`src/rtl/reset_seq_pkg.sv`:
```
// Shared types and elaboration helpers for the reset release sequencer.
package reset_seq_pkg;

  // Sequencer phases: all held, staggered release, fully released.
  typedef enum logic [1:0] {
    ST_HOLD    = 2'd0,
    ST_STAGGER = 2'd1,
    ST_RUN     = 2'd2
  } state_t;

  // The counter only needs to reach max(hold, stagger) because it clears on every release.
  function automatic int cnt_width(input int hold, input int stag);
    int m;
    m = (hold > stag) ? hold : stag;
    return (m + 1 > 2) ? $clog2(m + 1) : 1;
  endfunction

  // Legal parameter set. Each sequence needs at least a two-flop synchronizer and non-empty windows.
  function automatic bit params_ok(input int sync_stages, input int hold,
                                   input int num_outs, input int stag);
    return (sync_stages >= 2) && (hold >= 1) && (num_outs >= 1) && (stag >= 1);
  endfunction

endpackage

```
`src/rtl/reset_sync_chain.sv`:
```
// Async-assert / sync-deassert flop chain: set by rst, shifts in zeros on clk.
module reset_sync_chain #(
  parameter int STAGES = 3
) (
  input  logic clk,
  input  logic rst,
  output logic sync_rst
);

  logic [STAGES-1:0] chain;

  // Set the whole chain immediately on rst and drain it with zeros afterwards.
  always_ff @(posedge clk or posedge rst) begin
    if (rst) chain <= '1;
    else     chain <= {chain[STAGES-2:0], 1'b0};
  end

  assign sync_rst = chain[STAGES-1];

endmodule

```
`src/rtl/reset_release_sequencer.sv`:
```
// Reset-tree root: asserts all downstream resets asynchronously, releases them
// synchronously after a hold window and then one at a time, spaced by STAGGER.
module reset_release_sequencer
  import reset_seq_pkg::*;
#(
  parameter int SYNC_STAGES = 3,
  parameter int HOLD_CYCLES = 16,
  parameter int NUM_OUTS    = 2,
  parameter int STAGGER     = 4
) (
  input  logic                clk,
  input  logic                rst,
  input  logic                sw_rst_req,
  input  logic                test_mode,
  output logic [NUM_OUTS-1:0] rst_out,
  output logic                ready,
  output logic                busy
);

  localparam int CW = cnt_width(HOLD_CYCLES, STAGGER);
  localparam int IW = (NUM_OUTS > 1) ? $clog2(NUM_OUTS) : 1;
  localparam logic [NUM_OUTS-1:0] ONE = NUM_OUTS'(1);

  if (!params_ok(SYNC_STAGES, HOLD_CYCLES, NUM_OUTS, STAGGER)) begin : g_bad_params
    $error("reset_release_sequencer: illegal parameter set");
  end

  logic                sync_rst;
  state_t              state;
  logic [CW-1:0]       cnt;
  logic [IW-1:0]       idx;
  logic [NUM_OUTS-1:0] rst_q;
  logic                ready_q;
  logic                busy_q;

  reset_sync_chain #(.STAGES(SYNC_STAGES)) u_sync (
    .clk      (clk),
    .rst      (rst),
    .sync_rst (sync_rst)
  );

  // Release FSM; every output it drives is registered so downstream resets never glitch.
  always_ff @(posedge clk or posedge rst) begin
    if (rst) begin
      state   <= ST_HOLD;
      cnt     <= '0;
      idx     <= '0;
      rst_q   <= '1;
      ready_q <= 1'b0;
      busy_q  <= 1'b1;
    end else if (sync_rst) begin
      state   <= ST_HOLD;
      cnt     <= '0;
      idx     <= '0;
      rst_q   <= '1;
      ready_q <= 1'b0;
      busy_q  <= 1'b1;
    end else begin
      case (state)
        ST_HOLD: begin
          if (cnt == CW'(HOLD_CYCLES - 1)) begin
            rst_q[0] <= 1'b0;
            cnt      <= '0;
            if (NUM_OUTS == 1) begin
              state   <= ST_RUN;
              ready_q <= 1'b1;
              busy_q  <= 1'b0;
            end else begin
              state <= ST_STAGGER;
              idx   <= IW'(1);
            end
          end else begin
            cnt <= cnt + 1'b1;
          end
        end
        ST_STAGGER: begin
          if (cnt == CW'(STAGGER - 1)) begin
            rst_q <= rst_q & ~(ONE << idx);
            cnt   <= '0;
            if (idx == IW'(NUM_OUTS - 1)) begin
              state   <= ST_RUN;
              ready_q <= 1'b1;
              busy_q  <= 1'b0;
            end else begin
              idx <= idx + 1'b1;
            end
          end else begin
            cnt <= cnt + 1'b1;
          end
        end
        ST_RUN: begin
          // Software request replays hold + stagger; outputs assert on the sampling edge.
          if (sw_rst_req) begin
            state   <= ST_HOLD;
            cnt     <= '0;
            idx     <= '0;
            rst_q   <= '1;
            ready_q <= 1'b0;
            busy_q  <= 1'b1;
          end
        end
        default: begin
          state   <= ST_HOLD;
          cnt     <= '0;
          idx     <= '0;
          rst_q   <= '1;
          ready_q <= 1'b0;
          busy_q  <= 1'b1;
        end
      endcase
    end
  end

  // Scan bypass: only the output mux changes, the FSM keeps sequencing underneath.
  assign rst_out = test_mode ? {NUM_OUTS{rst}} : rst_q;
  assign ready   = ready_q;
  assign busy    = busy_q;

endmodule
```
`config.mk`:
```
export PLATFORM = sky130hd
export DESIGN_NAME = reset_release_sequencer
export DESIGN_NICKNAME = d
export VERILOG_FILES = /design/src/rtl/reset_seq_pkg.sv /design/src/rtl/reset_sync_chain.sv /design/src/rtl/reset_release_sequencer.sv
export SDC_FILE = /design/constraint.sdc
export NUM_CORES = 1
export LEC_CHECK = 0
export ABC_AREA = 1
export BUFFER_PORTS_ARGS = -buffer_cell sky130_fd_sc_hd__buf_4
export CORE_MARGIN = 3
export CORE_UTILIZATION = 55
export CTS_CLUSTER_SIZE = 40
export DETAILED_ROUTE_END_ITERATION = 8
export GPL_ROUTABILITY_DRIVEN = 0
export PLACE_DENSITY = 0.84
export SLEW_MARGIN = 0
export SYNTH_ARGS = -nofsm -noshare
export SYNTH_HDL_FRONTEND = slang
export SYNTH_SLANG_ARGS = --single-unit
```
`constraint.sdc`:
```
create_clock -name clk -period 1.65 [get_ports clk]
set_input_delay 0.2475 -clock clk [delete_from_list [all_inputs] [get_ports clk]]
set_output_delay 0.2475 -clock clk [all_outputs]
set_load 0.02 [all_outputs]
```
# == Word-level counts from Yosys, hierarchy flattened ==
# Index checks and enable logic that the tools add are counted.
# word_totals
register_bits,15
latch_bits,0
ramBits,0
mem_bits_ro,0
in_bits,4
output_inout_bits,4
elab_cells,60
memories,0
# classes
add_sub_neg,2
multipliers,0
div,0
magnitude_cmp,0
eq_ne,9
n_shift,1
mux,33
bitwise,2
n_reduce_logical,5
# ops
operator,n
2-to-1 mux 5 bit,4
2-to-1 mux 2 bit,9
one-hot mux 1 bit (3 select lines),5
one-hot mux 5 bit (3 select lines),1
2-to-1 mux 1 bit,13
!= test 3 x 2 -> 1 bit (second input constant),4
AND reduction 4 bit,2
one-hot mux 2 bit (3 select lines),1
AND reduction 3 bit,2
adder 5 x 1 -> 5 bit (second input constant),1
equality test 5 x 2 -> 1 bit (second input constant),1
equality test 5 x 4 -> 1 bit (second input constant),1
bitwise AND 2 bit,1
equality test 2 x 1 -> 1 bit (second input constant),1
equality test 2 bit (second input constant),1
logical NOT 2 bit,1
!= test 2 x 1 -> 1 bit (second input constant),1
inverter 2 bit,1
left shift 1 x 1 -> 2 bit (first input constant),1
adder 1 bit (second input constant),1

# == Logic depth before layout (Yosys ltp) ==
# depth
word_depth,6
ltp_mapped,10
ltp_nobuf,10

# == Cells and area by module ==
# A second synthesis with hierarchy kept.
# hier_totals
hier_cells,102
hier_area_um2,834.6
# modules_own_cells
mod,instances,cells_per_inst,area_each_um2,seq_area_each_um2
reset_release_sequencer,1,97,748.2,304.0
reset_sync_chain,1,5,86.3,78.8

# == Worst setup path before layout ==
# Ideal clock, no wire load.
# synth_timing
path_kind,register to register
startpoint,reg cnt[0]
endpoint,reg rst_q[0]
setup_time_ps,76
arrival_time_ps,1385
t_required_ps,1574
setup_slack_ps,189
path_stages_with_launch,11
path_buffers,0
synth_period_minus_slack_ps,1461
cell_sequence,dfrtp_1 ha_1 inv_1 nor3_1 ha_1 nor2_1 nand2_4 nand3_2 inv_2 nand2_1 nand2_1
# synth_between
elab_chain_len,3
elab_cells_between_ends,5
cone_classes,eq/ne: 4; reduce/logical: 1
# synth_rtl
element,line,rtl
from (decl),reset_release_sequencer.sv:30,logic [CW-1:0] cnt;
from (signal assigned),reset_release_sequencer.sv:73,cnt <= cnt + 1'b1;
from (signal assigned),reset_release_sequencer.sv:88,cnt <= cnt + 1'b1;
equality test 5 x 2 -> 1 bit / equality test 5 x 4 -> 1 bit (equally long branches),"reset_release_sequencer.sv:77, reset_release_sequencer.sv:61",
!= test 3 x 2 -> 1 bit (no line),-,
AND reduction 3 bit (no line) (*),-,
to (signal assigned),reset_release_sequencer.sv:78,rst_q <= rst_q & ~(ONE << idx);
to (decl),reset_release_sequencer.sv:32,logic [NUM_OUTS-1:0] rst_q;
# Mark *: on every way between the ends. The rest lies on a longest branch, timed or not.
# A chain may end at the register's enable or synchronous reset.

# == Worst setup path in the final report ==
# Same ends and word-level chain as after synthesis.

==> flow_metrics.tcl <==
set metrics [dict create \
    status "completed" \
    hold_slack_ps 17.6 \
    initial_core_util_pct 61.4 \
    track_usage_pct 16.4 \
    synth_cell_type_count 20 \
    setup-tns-final_ps 0 \
    finalSetupViolCount 0 \
    syn_to_final_growth_pct 13.6 \
    path_max_fanout 4 \
    rows 13 \
    synth_compound_area_share_pct 6.95 \
    finish.instance_area_um2 941 \
    synth_xor_xnor_area_share_pct 0 \
    path_delay_family "simple AND/OR/NAND/NOR gates" \
    post-route-util_pct 69.7 \
    worst_pin_slew_ps 540 \
    path_clk_slew_ps 80 \
    layout_setup_ws_ps 142 \
    synthCells 104 \
    slowest_delay_ps 390 \
    fin_crit_sh_pct 91.4 \
    dieArea_um2 2010 \
    postPlaceCellArea_um2 900 \
    cts-htree-levels 1 \
    avgSynthCellArea_um2 7.96 \
    start_kind "flop" \
    routed_wirelength_um 1420 \
    syn-num-nets 111 \
    chipHeight_um 44.8 \
    synth_seq_cells 15 \
    fin_skew_ps 3.04 \
    drt_iter0_drc 17 \
    antenna_found_initial 0 \
    tritoncts "built" \
    coreArea_um2 1350 \
    antenna_cells 0 \
    ys_seq_area_share_pct 46.2 \
    drc_errors 0 \
    cts-root-buf "clkbuf_4" \
    finalPower_mw 1.34 \
    placedCellCount 126 \
    crit_path_cell_trace "ha_1, inv_1, nor3_2, ha_1, nor2_2, nand2_4, nand3_2, inv_2, nand2_1, nand2_1" \
    numPortBuffers 7 \
    vias_per_cell 5.15 \
    finalNonFillerCells 131 \
    numCtsBuffers 3 \
    slowest_stage "dfrtp_1" \
    nets 124 \
    clkLatencyLatePin_ps 280 \
    grt_pass1_wl_um 2410 \
    path_buf_inv 2 \
    p_leak_nw 0.520 \
    synthMuxAreaShare_pct 0 \
    yosysWarnings 0 \
    synth-simple-area-share_pct 33.2 \
    drt-wirelength-per-cell_um 10.8 \
    grt-ovfl-total 0 \
    synth_top_family_by_area "simple AND/OR/NAND/NOR gates" \
    cts_num_sinks 15 \
    synthAdderAreaFrac_pct 4.53 \
    drive_above_1_share_pct 26.7 \
    slew_headroom_pct 63.9 \
    min_path_type "in -> async" \
    ant_nets 0 \
    crit_required_ps 1870 \
    io_pins 8 \
    cts_buffer_depth 2 \
    fin_crit_ps 1510 \
    place_ws_ps 67.8 \
    dpl.hpwl_um 1130 \
    grt_pass1_vias 568 \
    rsz0062_at_grt "false" \
    timing.final.hold_violations 0 \
    p_per_area_nw_per_um2 1420 \
    fp.dieW_um 44.8 \
    drt-pass1-iter-count 4 \
    ir_drop_mv 0.781 \
    cp-end-kind "flop" \
    via_count 675 \
    mappedNetlistArea_um2 828 \
    fmax_mhz 663 \
    critPathKind "reg -> reg" \
    cap_violations 0 \
    grt_max_degree 16 \
    cp.arrival_ps 1720 \
    finalMaxSlewViolations 0 \
]
-- layout by cell type, fill, tap and decap left out --
| master | instances |
|---|---|
| nand2_1 | 27 |
| inv_1 | 17 |
| dfrtp_1 | 9 |
| nor2_1 | 8 |
| o21ai_0 | 8 |
| buf_4 | 8 |
| dfstp_2 | 6 |
| nand3_1 | 5 |
| nand2_4 | 4 |
| nor2_2 | 3 |
| nand4_1 | 3 |
| ha_1 | 3 |
| clkbuf_4 | 3 |
| nand2_2 | 2 |
| inv_2 | 2 |
| nor2_4 | 1 |
| nand3_2 | 1 |
| a21oi_1 | 1 |
| o21ai_1 | 1 |
| nor3_2 | 1 |
| o21bai_1 | 1 |
| clkbuf_1 | 1 |
| conb_1 | 1 |
-- registers in the layout, indices dropped and copies added (netlist names) --
| register | count |
|---|---|
| idx | 1 |
| state | 2 |
| rst_q | 2 |
| cnt | 5 |
| u_sync.chain | 3 |
| ready | 1 |
| busy | 1 |
-- synth_stat cells --
library cell  instances  area (µm²)
nand4_1               3        18.8
conb_1                1        3.75
o21ai_0               8        40.0
nand2_1              27         101
o21ai_1               1        5.00
nand3_1               5        25.0
dfstp_2               6         158
o21bai_1              1        7.51
inv_1                17        63.8
dfrtp_1               9         225
nor2_1                9        33.8
nand2_2               2        12.5
nor2_2                2        12.5
ha_1                  3        37.5
nor2_4                1        11.3
a21oi_1               1        5.00
nand2_4               4        45.0
inv_2                 2        7.51
nand3_2               1        10.0
nor3_1                1        5.00
-- routing by layer --
layer  wire (µm)  share of wire [%]  track usage [%]  vias up
met2         624                 44             23.8       13
met4          25                1.8             8.77        0
li1            -                  -                -      344
met5           0                  0                0        -
met3          40                2.8             2.39        4
met1         725                 51             23.5      314
-- path summary, 6_finish.rpt --
path                                    to  slack [ps]  cells past startpoint       startpoint
max                               rst_q[0]         140                     10           cnt[0]
max in group asynchronous  u_sync.chain[2]        1260                      2              rst
min reg2reg                u_sync.chain[2]         360                      0  u_sync.chain[1]
max reg2reg                       rst_q[0]         140                     10           cnt[0]
min in group clk                  state[1]         310                      4       sw_rst_req
min                                 cnt[3]          20                      2              rst
-- report_power, final --
part           internal, mW  switching (mW)
clock                0.0937           0.108
combinational         0.207           0.347
sequential            0.499          0.0835
total                 0.800           0.539
-- worst register-to-register path: stages, from the launching register on --
cell	delay (ps)
dfrtp_1	390
ha_1	210
inv_1	100
nor3_2	60
ha_1	190
nor2_2	130
nand2_4	90
nand3_2	130
inv_2	50
nand2_1	50
nand2_1	50
-- cells by family after synthesis --
family / Yosys count
simple gates: 55
fa+ha+maj: 3
compound gates: 11
other cells: 1
buf+inv: 19
flops: 15
-- cell type report --
type                       instances  area (µm²)
sequential                        15         383
timing repair buffer               8        60.1
inverter                          19        71.3
multi-input combinational         70         382
clock buffer                       4        26.3
tap                               15        18.8
fill                             112         409
-- what timing repair did --
action,CTS,global route
gates resized for setup,0,2
buffers inserted,0,1
hold buffers,0,0
endpoints found under the setup margin,0,7
Power figures use the tool's default switching activity.
